### src/rtl/serial_subtractor_if.sv
// Operand/result handshake bundle for the bit-serial subtractor.
// The slave side is the subtractor; the master side is the operand
// source combined with the result consumer.
interface serial_subtractor_if #(
    parameter int WIDTH = 8
);
    logic             in_valid;
    logic             in_ready;
    logic [WIDTH-1:0] a;
    logic [WIDTH-1:0] b;
    logic             bin;
    logic             out_valid;
    logic             out_ready;
    logic [WIDTH-1:0] diff;
    logic             bout;

    modport slave (
        input  in_valid, a, b, bin, out_ready,
        output in_ready, out_valid, diff, bout
    );

    modport master (
        output in_valid, a, b, bin, out_ready,
        input  in_ready, out_valid, diff, bout
    );
endinterface

### src/rtl/serial_subtractor.sv
// Bit-serial unsigned subtractor: a - b - bin, LSB first, one bit per
// clock through a single full-subtractor cell with a registered borrow.
// Operands are accepted in IDLE, WIDTH cycles are spent in RUN, and the
// result is held in DONE until the consumer takes it.
module serial_subtractor #(
    parameter int WIDTH = 8
) (
    input  logic                clk,
    input  logic                rst_n,
    serial_subtractor_if.slave  bus
);
    localparam int CNT_W = (WIDTH > 1) ? $clog2(WIDTH) : 1;
    localparam logic [CNT_W-1:0] CNT_LAST = CNT_W'(WIDTH - 1);

    typedef enum logic [1:0] {
        IDLE = 2'd0,
        RUN  = 2'd1,
        DONE = 2'd2
    } state_t;

    state_t           state;
    state_t           state_next;
    logic [WIDTH-1:0] a_sr;
    logic [WIDTH-1:0] b_sr;
    logic [WIDTH-1:0] diff_sr;
    logic [WIDTH-1:0] diff_shifted;
    logic [CNT_W-1:0] cnt;
    logic             br;
    logic             a0;
    logic             b0;
    logic             d;
    logic             br_next;
    logic             last_bit;

    // Full-subtractor cell on the current LSBs and the registered borrow.
    assign a0      = a_sr[0];
    assign b0      = b_sr[0];
    assign d       = a0 ^ b0 ^ br;
    assign br_next = (~a0 & b0) | (~(a0 ^ b0) & br);

    // New difference bit enters at the MSB; written as a shift-or so that
    // it also covers WIDTH = 1, where the result is just d.
    assign diff_shifted = (diff_sr >> 1) | (WIDTH'(d) << (WIDTH - 1));
    assign last_bit     = (cnt == CNT_LAST);

    // State register.
    // NOTE: sequential state uses non-blocking assignments so every register
    // samples pre-edge values regardless of statement order.
    always_ff @(posedge clk or negedge rst_n) begin
        if (!rst_n) begin
            state <= IDLE;
        end else begin
            state <= state_next;
        end
    end

    // Next-state decode.
    // NOTE: the default assignment first keeps this block free of latches
    // for any state/input combination the case does not mention.
    always_comb begin
        state_next = state;
        case (state)
            IDLE:    if (bus.in_valid) state_next = RUN;
            RUN:     if (last_bit)     state_next = DONE;
            DONE:    if (bus.out_ready) state_next = IDLE;
            default: state_next = IDLE;
        endcase
    end

    // Datapath: load on accept, shift one bit per RUN cycle, hold otherwise.
    // NOTE: every datapath register is reset here so diff/bout read as zero
    // immediately after reset, even though they are only meaningful in DONE.
    always_ff @(posedge clk or negedge rst_n) begin
        if (!rst_n) begin
            a_sr    <= '0;
            b_sr    <= '0;
            diff_sr <= '0;
            cnt     <= '0;
            br      <= 1'b0;
        end else begin
            case (state)
                IDLE: begin
                    if (bus.in_valid) begin
                        a_sr    <= bus.a;
                        b_sr    <= bus.b;
                        br      <= bus.bin;
                        diff_sr <= '0;
                        cnt     <= '0;
                    end
                end
                RUN: begin
                    a_sr    <= a_sr >> 1;
                    b_sr    <= b_sr >> 1;
                    br      <= br_next;
                    diff_sr <= diff_shifted;
                    cnt     <= cnt + CNT_W'(1);
                end
                default: ;
            endcase
        end
    end

    // Handshake flags come straight from the registered state.
    assign bus.in_ready  = (state == IDLE);
    assign bus.out_valid = (state == DONE);
    assign bus.diff      = diff_sr;
    assign bus.bout      = br;
endmodule

### src/flat_wrapper.sv
// flat-port wrapper written by rule: the top's interface ports become plain ports
module serial_subtractor_flat 
#(
    parameter int WIDTH = 8
)
  (clk, rst_n, bus_in_valid, bus_a, bus_b, bus_bin, bus_out_ready, bus_in_ready, bus_out_valid, bus_diff, bus_bout);
  serial_subtractor_if #(.WIDTH(WIDTH)) bus_i ();
  input  logic clk;
  input  logic rst_n;
  input wire logic [$bits(bus_i.in_valid)-1:0] bus_in_valid;
  input wire logic [$bits(bus_i.a)-1:0] bus_a;
  input wire logic [$bits(bus_i.b)-1:0] bus_b;
  input wire logic [$bits(bus_i.bin)-1:0] bus_bin;
  input wire logic [$bits(bus_i.out_ready)-1:0] bus_out_ready;
  output wire logic [$bits(bus_i.in_ready)-1:0] bus_in_ready;
  output wire logic [$bits(bus_i.out_valid)-1:0] bus_out_valid;
  output wire logic [$bits(bus_i.diff)-1:0] bus_diff;
  output wire logic [$bits(bus_i.bout)-1:0] bus_bout;
  assign bus_i.in_valid = bus_in_valid;
  assign bus_i.a = bus_a;
  assign bus_i.b = bus_b;
  assign bus_i.bin = bus_bin;
  assign bus_i.out_ready = bus_out_ready;
  assign bus_in_ready = bus_i.in_ready;
  assign bus_out_valid = bus_i.out_valid;
  assign bus_diff = bus_i.diff;
  assign bus_bout = bus_i.bout;
  serial_subtractor #(.WIDTH(WIDTH)) u_core (.clk(clk), .rst_n(rst_n), .bus(bus_i));
endmodule
### config.mk
export PLATFORM = sky130hd
export DESIGN_NAME = serial_subtractor_flat
export DESIGN_NICKNAME = d
export VERILOG_FILES = /design/src/rtl/serial_subtractor_if.sv /design/src/rtl/serial_subtractor.sv /design/src/flat_wrapper.sv
export SDC_FILE = /design/constraint.sdc
export NUM_CORES = 1
export LEC_CHECK = 0
export CELL_PAD_IN_SITES_DETAIL_PLACEMENT = 1
export CELL_PAD_IN_SITES_GLOBAL_PLACEMENT = 1
export CORE_UTILIZATION = 41
export DETAILED_ROUTE_END_ITERATION = 12
export GPL_TIMING_DRIVEN = 0
export MAX_ROUTING_LAYER = met4
export PLACE_DENSITY_LB_ADDON = 0.1
export RECOVER_POWER = 25
export SLEW_MARGIN = 20
export SYNTH_ARGS = -nofsm -noshare
export SYNTH_HDL_FRONTEND = slang
export SYNTH_SLANG_ARGS = --single-unit
### constraint.sdc
create_clock -name clk -period 3.1 [get_ports clk]
set_input_delay 0.775 -clock clk [delete_from_list [all_inputs] [get_ports clk]]
set_output_delay 0.775 -clock clk [all_outputs]
set_load 0.01 [all_outputs]
==> summary.md <==
| Metric | Value |
|---|---|
| Status | finished with violations |
| Failing checks | capacitance limit, slew limit |
| Net Switching | 0.629 mW |
| Share of cells above drive strength 1 | 13.5% |
| Post-CTS resize count | 0 |
| Initial core utilization | 43.9% |
| #FFs+latches synth | 30 |
| Final setup vio count | 0 |
| CP Depth | 4 |
| Fin. Hold Viols | 0 |
| CTS buffer count | 5 |
| DR vias | 1095 |
| Reg2Reg Setup Slack | 1.78 ns |
| Congestion Overflow GR | 0 |
| Total GRT Usage | 23.7% |
| Int Pwr | approximately 1.1 mW |
| Clock skew | 0.0142 ns |
| Largest net degree at the start of global routing | 31 |
| Max Root-Sink Buffers | 2 |
| CTS hold repair buffers | 0 |
| CTS H-tree lvls | 2 |
| Highest-count cells in the layout ignoring fill and taps | clkdlybuf4s50_1, dfrtp_1, o22ai_1, a22o_1, a21oi_1 |
| Post-synthesis sequential area ratio | between 50% and 60% |
| VDD IR-drop max | 0.000459 V |
| FF-to-FF End | u_core.b_sr[5] |
| FF-to-FF Start | u_core.state[0] |
| Total negative slack | 0 ns |
| Delay-heaviest family, CP | buffers and inverters |
| Number of global-route vias before repair | approximately 1200 |
| Dpl hpwl | 2.38 mm |
| Critical Path Sink | bus_out_valid |
| Synth Instances | 117 |
| CP max-delay cell | clkdlybuf4s50_1 |
| Gpl congestion | 0.752 |
| RSZ-0062 raised after global routing | no |
| Hold Path Class | reg2reg |
| Core ar. | 3080 um2 |
| First-pass GRT wire length | 5.74 mm |
| Slew headroom | -8.41% |
| Yosys cell types | 29 |
| Setup Fix Bufs, Post-CTS | 0 |
| Critical path class | reg2out |
| Clock power share | 12.6% |
| Chip width | 59.4 um |
| Post-layout min period | 2.42 ns |
| DRC | 0 |
| Drt wl/cell | 16.8 um |
| Clock-pin slew on the worst setup and hold paths | 0.09 ns |
| Total power | 1.69 mW |
| Max-Cap Viols | 1 |
| Max-slew violations | 31 |
| Inserted Diodes | 0 |
| Max stage delay on crit path | 0.56 ns |
| 1st-pass router iterations | 4 |
| CP endpoint kind | output port |
| Critical Path Source | u_core.state[1] |
| Final ANT Viol Nets | 0 |
| Die area | 3530 um2 |
| Layout area overhead | 29.9% |
| CTS tree | built |
| Cells on worst reg2reg path | 4 |
| Post-synth net total | 141 |
| Final Cycle Share | 78.1% |
| Multi-input logic area | 509 um2 |
| CP Cell Sequence | buf_4, inv_2, nor2_1, clkdlybuf4s50_1 |
| Cell row count | 20 |
| Measured slew at the worst slew-check pin | 1.63 ns |
| Worst setup SP type | flop |
| Worst-skew pair later-pin latency | 0.33 ns |
| Mapped cell area | between 1000 and 1500 um2 |
| CTS Root Buffer Type | clkbuf_4 |
| Die height | slightly below 60 um |
| Initial DRC Count | 45 |
| Power per Cell Area | around 970 nW/um2 |
| Port bufs | 31 |
| Data required time at the worst endpoint | roughly 2.3 ns |
| WP data arrival | around 1.7 ns |
| CTS Sinks | 30 |
| Register area | 751 um2 |
| Leak | roughly 0.75 nW |
| Fillers | 345 |
| Initial antenna violation count | 0 |
| Switching share of power | between 30% and 40% |
| WL final | 3.35 mm |
| Total number of yosys warnings | 0 |
| Flop pwr share | 41.1% |
| Combinational group share of total power | 46.2% |
| Final nets | 179 |
| Fmax | 413 MHz |
| Ports | 32 |
| Buf/Inv on CP | 3 |
| Vias per cell | roughly 5.5 |
| CP Max Fanout | 10 |
| Synthesized area per cell | 11.5 um2 |
metrics by stage:
step | cells | utilization (%) | hold slack, ns | cell area, um2 | setup WS, ns
after floorplan | 117 | - | 0.454 | 1350 | 1.58
after global placement | 192 | 55.7 | 0.476 | 1720 | 0.723
after detailed placement | 192 | 55.6 | 0.493 | 1710 | 0.949
after CTS | 199 | 57.0 | 0.477 | 1760 | 0.655
after global routing | 199 | 57.0 | 0.512 | 1750 | 0.568
final | 199 | 57.0 | 0.497 | 1750 | 0.680
power by group through the flow:
stage / Combinational [mW] / Sequential [mW] / Clock, mW
2_1_floorplan: 0.499 / 0.692 / 0
6_report: 0.784 / 0.697 / 0.214
3_3_place_gp: 0.758 / 0.691 / 0
4_1_cts: 0.800 / 0.698 / 0.226
5_1_grt: 0.880 / 0.720 / 0.240
3_5_place_dp: 0.797 / 0.703 / 0
logic make-up (layout without fill, tap and decap cells):
kind of cell	Yosys count	after routing	share of synthesized area [%]
AO/OA/AOI/OAI	51	51	28.2
flip-flops	30	30	55.6
buffers and inverters	18	56	6.67
AND/OR/NAND/NOR	15	15	6.21
adder cells (fa/ha/maj)	3	3	3.34
layer usage:
| layer | part of all wire, % | up-vias | track usage, % |
|---|---|---|---|
| met1 | 45 | 548 | 30.2 |
| met2 | 49 | 24 | 35.6 |
| li1 | - | 518 | - |
| met3 | 4.9 | 5 | 6.99 |
| met4 | 1.4 | 0 | 8.84 |
| met5 | 0 | - | - |
cells in the mapped netlist:
library cell,n,area [um2]
a22o_1,11,96.3
o22ai_1,19,119
o21ai_1,1,5.00
o221a_2,1,11.3
o32ai_2,1,16.3
nand2_1,1,3.75
nor2_2,1,6.26
dfrtp_1,30,751
ha_1,2,25.0
nor3_1,3,15.0
clkbuf_2,1,5.00
inv_2,2,7.51
a2bb2oi_1,6,52.6
buf_6,1,11.3
buf_2,5,25.0
nor2_4,1,11.3
fa_1,1,20.0
nor2_1,4,15.0
a32o_1,1,10.0
o31ai_1,1,7.51
o21bai_1,1,7.51
buf_4,2,15.0
clkbuf_1,1,3.75
nand3b_1,1,7.51
o21ai_0,1,5.00
inv_1,6,22.5
nand2b_1,4,25.0
a221oi_2,1,15.0
a21oi_1,7,35.0
worst min-delay path by stage:
stage	from	endpoint	slack [ns]	cells past startpoint
after floorplan	u_core.cnt[0]	u_core.cnt[0]	0.45	1
after global placement	u_core.cnt[0]	u_core.cnt[0]	0.48	1
after detailed placement	u_core.bus.diff[0]	u_core.bus.diff[0]	0.49	1
after CTS	rst_n	u_core.b_sr[0]	0.48	1
after global routing	u_core.cnt[0]	u_core.cnt[0]	0.51	1
final	u_core.cnt[0]	u_core.cnt[0]	0.50	1
worst register-to-register path, cell delays in order, from the launching register on:
cell	delay, ns
dfrtp_1	0.42
inv_2	0.10
clkbuf_1	0.40
o22ai_1	0.14
a2bb2oi_1	0.17
final cells by class:
class / instances / area share, %
Buffer: 10 / 3.42
Clock buffer: 7 / 2.57
Inverter: 8 / 1.71
Multi-Input combinational cell: 69 / 29.0
Sequential cell: 30 / 42.8
Tap cell: 44 / 3.14
Timing Repair Buffer: 31 / 17.3
state kept, by name (all words and copies together) (netlist names):
register,count
u_core.a_sr,8
u_core.b_sr,8
u_core.bus.bout,1
u_core.bus.diff,8
u_core.cnt,3
u_core.state,2
Power figures use the tool's default switching activity.
